==> config.mk <==
export PLATFORM = sky130hd
export DESIGN_NAME = vga_timing_gen
export DESIGN_NICKNAME = d
export VERILOG_FILES = /design/src/rtl/vga_timing_gen.sv
export SDC_FILE = /design/constraint.sdc
export NUM_CORES = 1
export LEC_CHECK = 0
export CAP_MARGIN = 5
export CORE_MARGIN = 2
export CORE_UTILIZATION = 57
export DETAILED_ROUTE_END_ITERATION = 10
export MAX_ROUTING_LAYER = met4
export PLACE_DENSITY_LB_ADDON = 0.08
export REMOVE_ABC_BUFFERS = 1
export SYNTH_ARGS = -nofsm -noshare
export SYNTH_HDL_FRONTEND = slang
export SYNTH_SLANG_ARGS = --single-unit
==> constraint.sdc <==
create_clock -name clk50MHz -period 4.3 [get_ports clk50MHz]
set_clock_uncertainty 0.1 [all_clocks]
set_input_delay 1.075 -clock clk50MHz [delete_from_list [all_inputs] [get_ports clk50MHz]]
set_output_delay 1.075 -clock clk50MHz [all_outputs]
set_load 0.05 [all_outputs]
==> src/rtl/vga_timing_gen.sv <==
// vga_timing_gen: clock-enabled VGA timing, frame-buffer addressing and colour output
module vga_timing_gen #(
  parameter int H_ACTIVE = 640,
  parameter int H_FP = 16,
  parameter int H_SYNC = 96,
  parameter int H_BP = 48,
  parameter int V_ACTIVE = 480,
  parameter int V_FP = 10,
  parameter int V_SYNC = 2,
  parameter int V_BP = 33,
  parameter bit HS_POL = 1'b0,
  parameter bit VS_POL = 1'b0,
  parameter int CLK_DIV = 2,
  parameter int SCALE_SHIFT = 0,
  parameter int MEM_LAT = 1,
  parameter int ADDR_W = 32
) (
  input  logic              clk50MHz,
  input  logic              rst_n,
  input  logic              mode,
  input  logic [7:0]        memPx,
  output logic              pix_en,
  output logic [ADDR_W-1:0] px_addr,
  output logic              px_rd,
  output logic              vga_hsync,
  output logic              vga_vsync,
  output logic              vga_blank_n,
  output logic [7:0]        vga_red,
  output logic [7:0]        vga_green,
  output logic [7:0]        vga_blue,
  output logic              frame_start
);
  localparam int H_TOTAL = H_ACTIVE + H_FP + H_SYNC + H_BP;
  localparam int V_TOTAL = V_ACTIVE + V_FP + V_SYNC + V_BP;
  localparam int IMG_W = H_ACTIVE >> SCALE_SHIFT;
  localparam int HW = $clog2(H_TOTAL + 1);
  localparam int VW = $clog2(V_TOTAL + 1);
  localparam int DW = CLK_DIV > 1 ? $clog2(CLK_DIV) : 1;
  localparam logic [DW-1:0] D_END = DW'(CLK_DIV - 1);
  logic [DW-1:0] div;
  logic [HW-1:0] hcnt;
  logic [VW-1:0] vcnt;
  logic active, hs_raw, vs_raw, h_end, wrap, mode_q;
  logic [ADDR_W-1:0] addr_n;
  // {active, hsync, vsync}; slot 0 is aligned with px_addr, slot MEM_LAT with memPx
  logic [MEM_LAT:0][2:0] dl;
  logic [2:0] tail;
  logic [23:0] rgb;
  assign h_end = hcnt == HW'(H_TOTAL - 1);
  assign wrap = h_end && (vcnt == VW'(V_TOTAL - 1));
  assign active = (hcnt < HW'(H_ACTIVE)) && (vcnt < VW'(V_ACTIVE));
  assign hs_raw = (hcnt >= HW'(H_ACTIVE + H_FP) && hcnt < HW'(H_ACTIVE + H_FP + H_SYNC)) ? HS_POL : ~HS_POL;
  assign vs_raw = (vcnt >= VW'(V_ACTIVE + V_FP) && vcnt < VW'(V_ACTIVE + V_FP + V_SYNC)) ? VS_POL : ~VS_POL;
  assign addr_n = ADDR_W'(vcnt >> SCALE_SHIFT) * ADDR_W'(IMG_W) + ADDR_W'(hcnt >> SCALE_SHIFT);
  assign tail = dl[MEM_LAT];
  assign rgb = mode_q ? {memPx[7:5], memPx[7:5], memPx[7:6], memPx[4:2], memPx[4:2], memPx[4:3], {4{memPx[1:0]}}}
                      : {3{memPx}};
  always_ff @(posedge clk50MHz or negedge rst_n)
    if (!rst_n) begin
      div <= '0;
      pix_en <= 1'b0;
      hcnt <= '0;
      vcnt <= '0;
      px_addr <= '0;
      px_rd <= 1'b0;
      dl <= {(MEM_LAT + 1){{1'b0, ~HS_POL, ~VS_POL}}};
      mode_q <= 1'b0;
      frame_start <= 1'b0;
      vga_hsync <= ~HS_POL;
      vga_vsync <= ~VS_POL;
      vga_blank_n <= 1'b0;
      {vga_red, vga_green, vga_blue} <= '0;
    end else begin
      div <= div == D_END ? '0 : div + 1'b1;
      pix_en <= div == D_END;
      frame_start <= pix_en && wrap;
      if (pix_en) begin
        hcnt <= h_end ? '0 : hcnt + 1'b1;
        if (h_end) vcnt <= wrap ? '0 : vcnt + 1'b1;
        if (wrap) mode_q <= mode;
        if (active) px_addr <= addr_n;
        px_rd <= active;
        dl[0] <= {active, hs_raw, vs_raw};
        for (int i = 1; i <= MEM_LAT; i++) dl[i] <= dl[i-1];
        vga_blank_n <= tail[2];
        vga_hsync <= tail[1];
        vga_vsync <= tail[0];
        {vga_red, vga_green, vga_blue} <= tail[2] ? rgb : '0;
      end
    end
endmodule
==> impl_metrics.json <==
{
  "crit_path_top_delay_cell": "clkdlybuf4s50_1",
  "cp-start-kind": "register",
  "async_flop_share_pct": 100,
  "drv_cap": 0,
  "status": "complete, no violations",
  "fmax_mhz": 322,
  "synth_common_cells": "72 x dfrtp_1, 48 x o21ai_0, 44 x nand2_1",
  "grt_pass1_vias": 2725,
  "drt_wl_total_um": 7880,
  "clk_latency_ns": 0.35,
  "gp_congestion": 0.833,
  "area_delta_synth_final_pct": 19.6,
  "fill_cells": 600,
  "synth_area_um2": 4140,
  "worstPathArrival_ns": 1.93,
  "grt_overflow": 0,
  "worstPathRequired_ns": 3.12,
  "ir_drop_mv": 0.147,
  "timing.hold.ws_ns": 0.288,
  "coreArea_um2": 7140,
  "dpl.hpwl_um": 5530,
  "setup-tns-final_ns": 0,
  "root_buffer": "clkbuf_8",
  "synth_edf_count": 0,
  "dieWidth_um": 89.2,
  "period_needed_ns": 3.10,
  "ant_nets": 0,
  "path_buf_inv": 1,
  "grt_max_degree": 79,
  "setup_viol": 0,
  "drive_above_1_share_pct": 8.94,
  "min_path_type": "reg2reg",
  "max-clock-path-buffers": 2,
  "fin_nets": 512,
  "tritoncts": "built",
  "worstPathMaxFanout": 23,
  "cp_top_family": "buffers and inverters",
  "num_vias": 3131,
  "dr.pass1.iters": 4,
  "numCtsBuffers": 9,
  "start_util_pct": 58.0,
  "antenna_found_initial": 0,
  "drc": 0,
  "pin_count": 73,
  "crit_type": "reg2out",
  "endpoint_kind": "output port",
  "synth.ff_latch_count": 78,
  "viasPerCell": 5.40,
  "synth_area_leaders": "dfrtp_1 44%, ha_1 7.0%, o21ai_0 5.8%",
  "cts-resized-gates": 0,
  "dieArea_um2": 7960,
  "syn_inst": 420,
  "yosysTopAreaCell": "dfrtp_1",
  "drt-initial-drc-count": 105,
  "hold_viol": 0,
  "slew_headroom_pct": 36.1,
  "holdBufCountCts": 0,
  "netlist.area_leader.share_pct": 43.5,
  "rows": 31,
  "cellLeakagePower_uw": 0.00224,
  "rsz0062_at_grt": "no",
  "clk_pin_slew_ns": 0.08,
  "path_cells": "clkdlybuf4s50_1",
  "crit_path_max_incr_delay_ns": 0.92,
  "layout_worst_path_cycle_share_pct": 72.2,
  "track_usage_pct": 21.2,
  "ys_seq_area_share_pct": 47.3,
  "tightestPinTransition_ns": 0.958,
  "cts_post_setup_buffers_inserted": 0,
  "p_total_uw": 1420,
  "synth_warnings": 0,
  "powerDensity_nw_per_um2": 287,
  "syn_avg_cell_area_um2": 9.85,
  "ys.flop_type": "dfrtp_1",
  "clkSinkCount": 78,
  "routedWlPerCell_um": 13.6,
  "synth.most_common_cell": "dfrtp_1",
  "diodes": 0,
  "port_buffers": 61,
  "grt_pass1_wl_um": 12700,
  "die_h_um": 89.2,
  "htreeDepth": 3,
  "synth_cell_type_count": 49,
  "slew_violations": 0
}
-- cell families after synthesis --
family | Yosys count | synth area share [%]
adders and majority gates | 25 | 7.92
buffers and inverters | 62 | 7.13
other | 1 | 0.0906
xor gates and xnor gates | 23 | 4.87
AOI/OAI and AO/OA | 88 | 12.8
and+or+nand+nor | 132 | 16.9
DFF | 78 | 47.3
muxes | 11 | 2.96
-- state kept, by name (all words and copies together) (netlist names), 2 cells and up --
name	cells
hcnt	10
dl	2
vga_red	8
vga_blue	8
vga_green	8
tail	3
vcnt	10
px_addr	21
-- area by class of cell --
class / instances / area, µm² / share of cell area, %
multi-input cells: 290 / 1920 / 38.8
flip-flops and latches: 78 / 1960 / 39.6
inverters: 34 / 128 / 2.58
clock buffers: 11 / 131 / 2.65
clock inverters: 5 / 60.1 / 1.21
well taps: 99 / 124 / 2.50
repair buffers: 63 / 623 / 12.6
-- cell usage in the layout, fill, tap and decap left out, types with 10 or more instances in the layout --
| cell | count |
|---|---|
| nand3_1 | 17 |
| o211ai_1 | 15 |
| nor2b_1 | 10 |
| nor2_1 | 16 |
| conb_1 | 11 |
| inv_1 | 33 |
| xnor2_1 | 15 |
| a21oi_1 | 11 |
| dfrtp_1 | 71 |
| clkdlybuf4s50_1 | 60 |
| ha_1 | 23 |
| mux2_2 | 10 |
| nand2_1 | 44 |
| nand4_1 | 11 |
| o21ai_0 | 48 |
-- stage by stage --
| step | util (%) | cell area, µm² | setup WS [ns] | std cells |
|---|---|---|---|---|
| floorplan | - | 4010 | 0.632 | 402 |
| global placement | 66.7 | 4760 | 1.35 | 564 |
| detailed placement | 66.7 | 4760 | 1.29 | 564 |
| CTS | 69.3 | 4950 | 1.18 | 580 |
| global route | 69.3 | 4950 | 1.10 | 580 |
| finish | 69.3 | 4950 | 1.20 | 580 |
-- metal layers --
layer | global-route usage (%) | up-vias | wire [µm]
met5 | - | - | 0
met4 | 8.96 | 0 | 126
met3 | 3.05 | 13 | 351
met2 | 31.0 | 80 | 3550
met1 | 29.8 | 1497 | 3850
li1 | - | 1541 | -
-- final timing paths --
kind	from	to	slack (ns)	depth (start not counted)
min	div	pix_en	0.29	0
min in group asynchronous	rst_n	px_addr[20]	0.76	1
max in group asynchronous	rst_n	pix_en	2.65	1
max	pix_en	pix_en	1.20	1
max reg2reg	vcnt[1]	px_addr[18]	1.26	9
min reg2reg	div	pix_en	0.29	0
-- power breakdown --
part / switching, µW / total (µW) / internal [µW] / leakage (µW)
registers: 5.85 / 750 / 745 / 0.000961
clock network: 273 / 544 / 271 / 0.0000939
logic: 91.0 / 124 / 32.7 / 0.00118
Note: power is estimated with default switching activity, not from simulation.
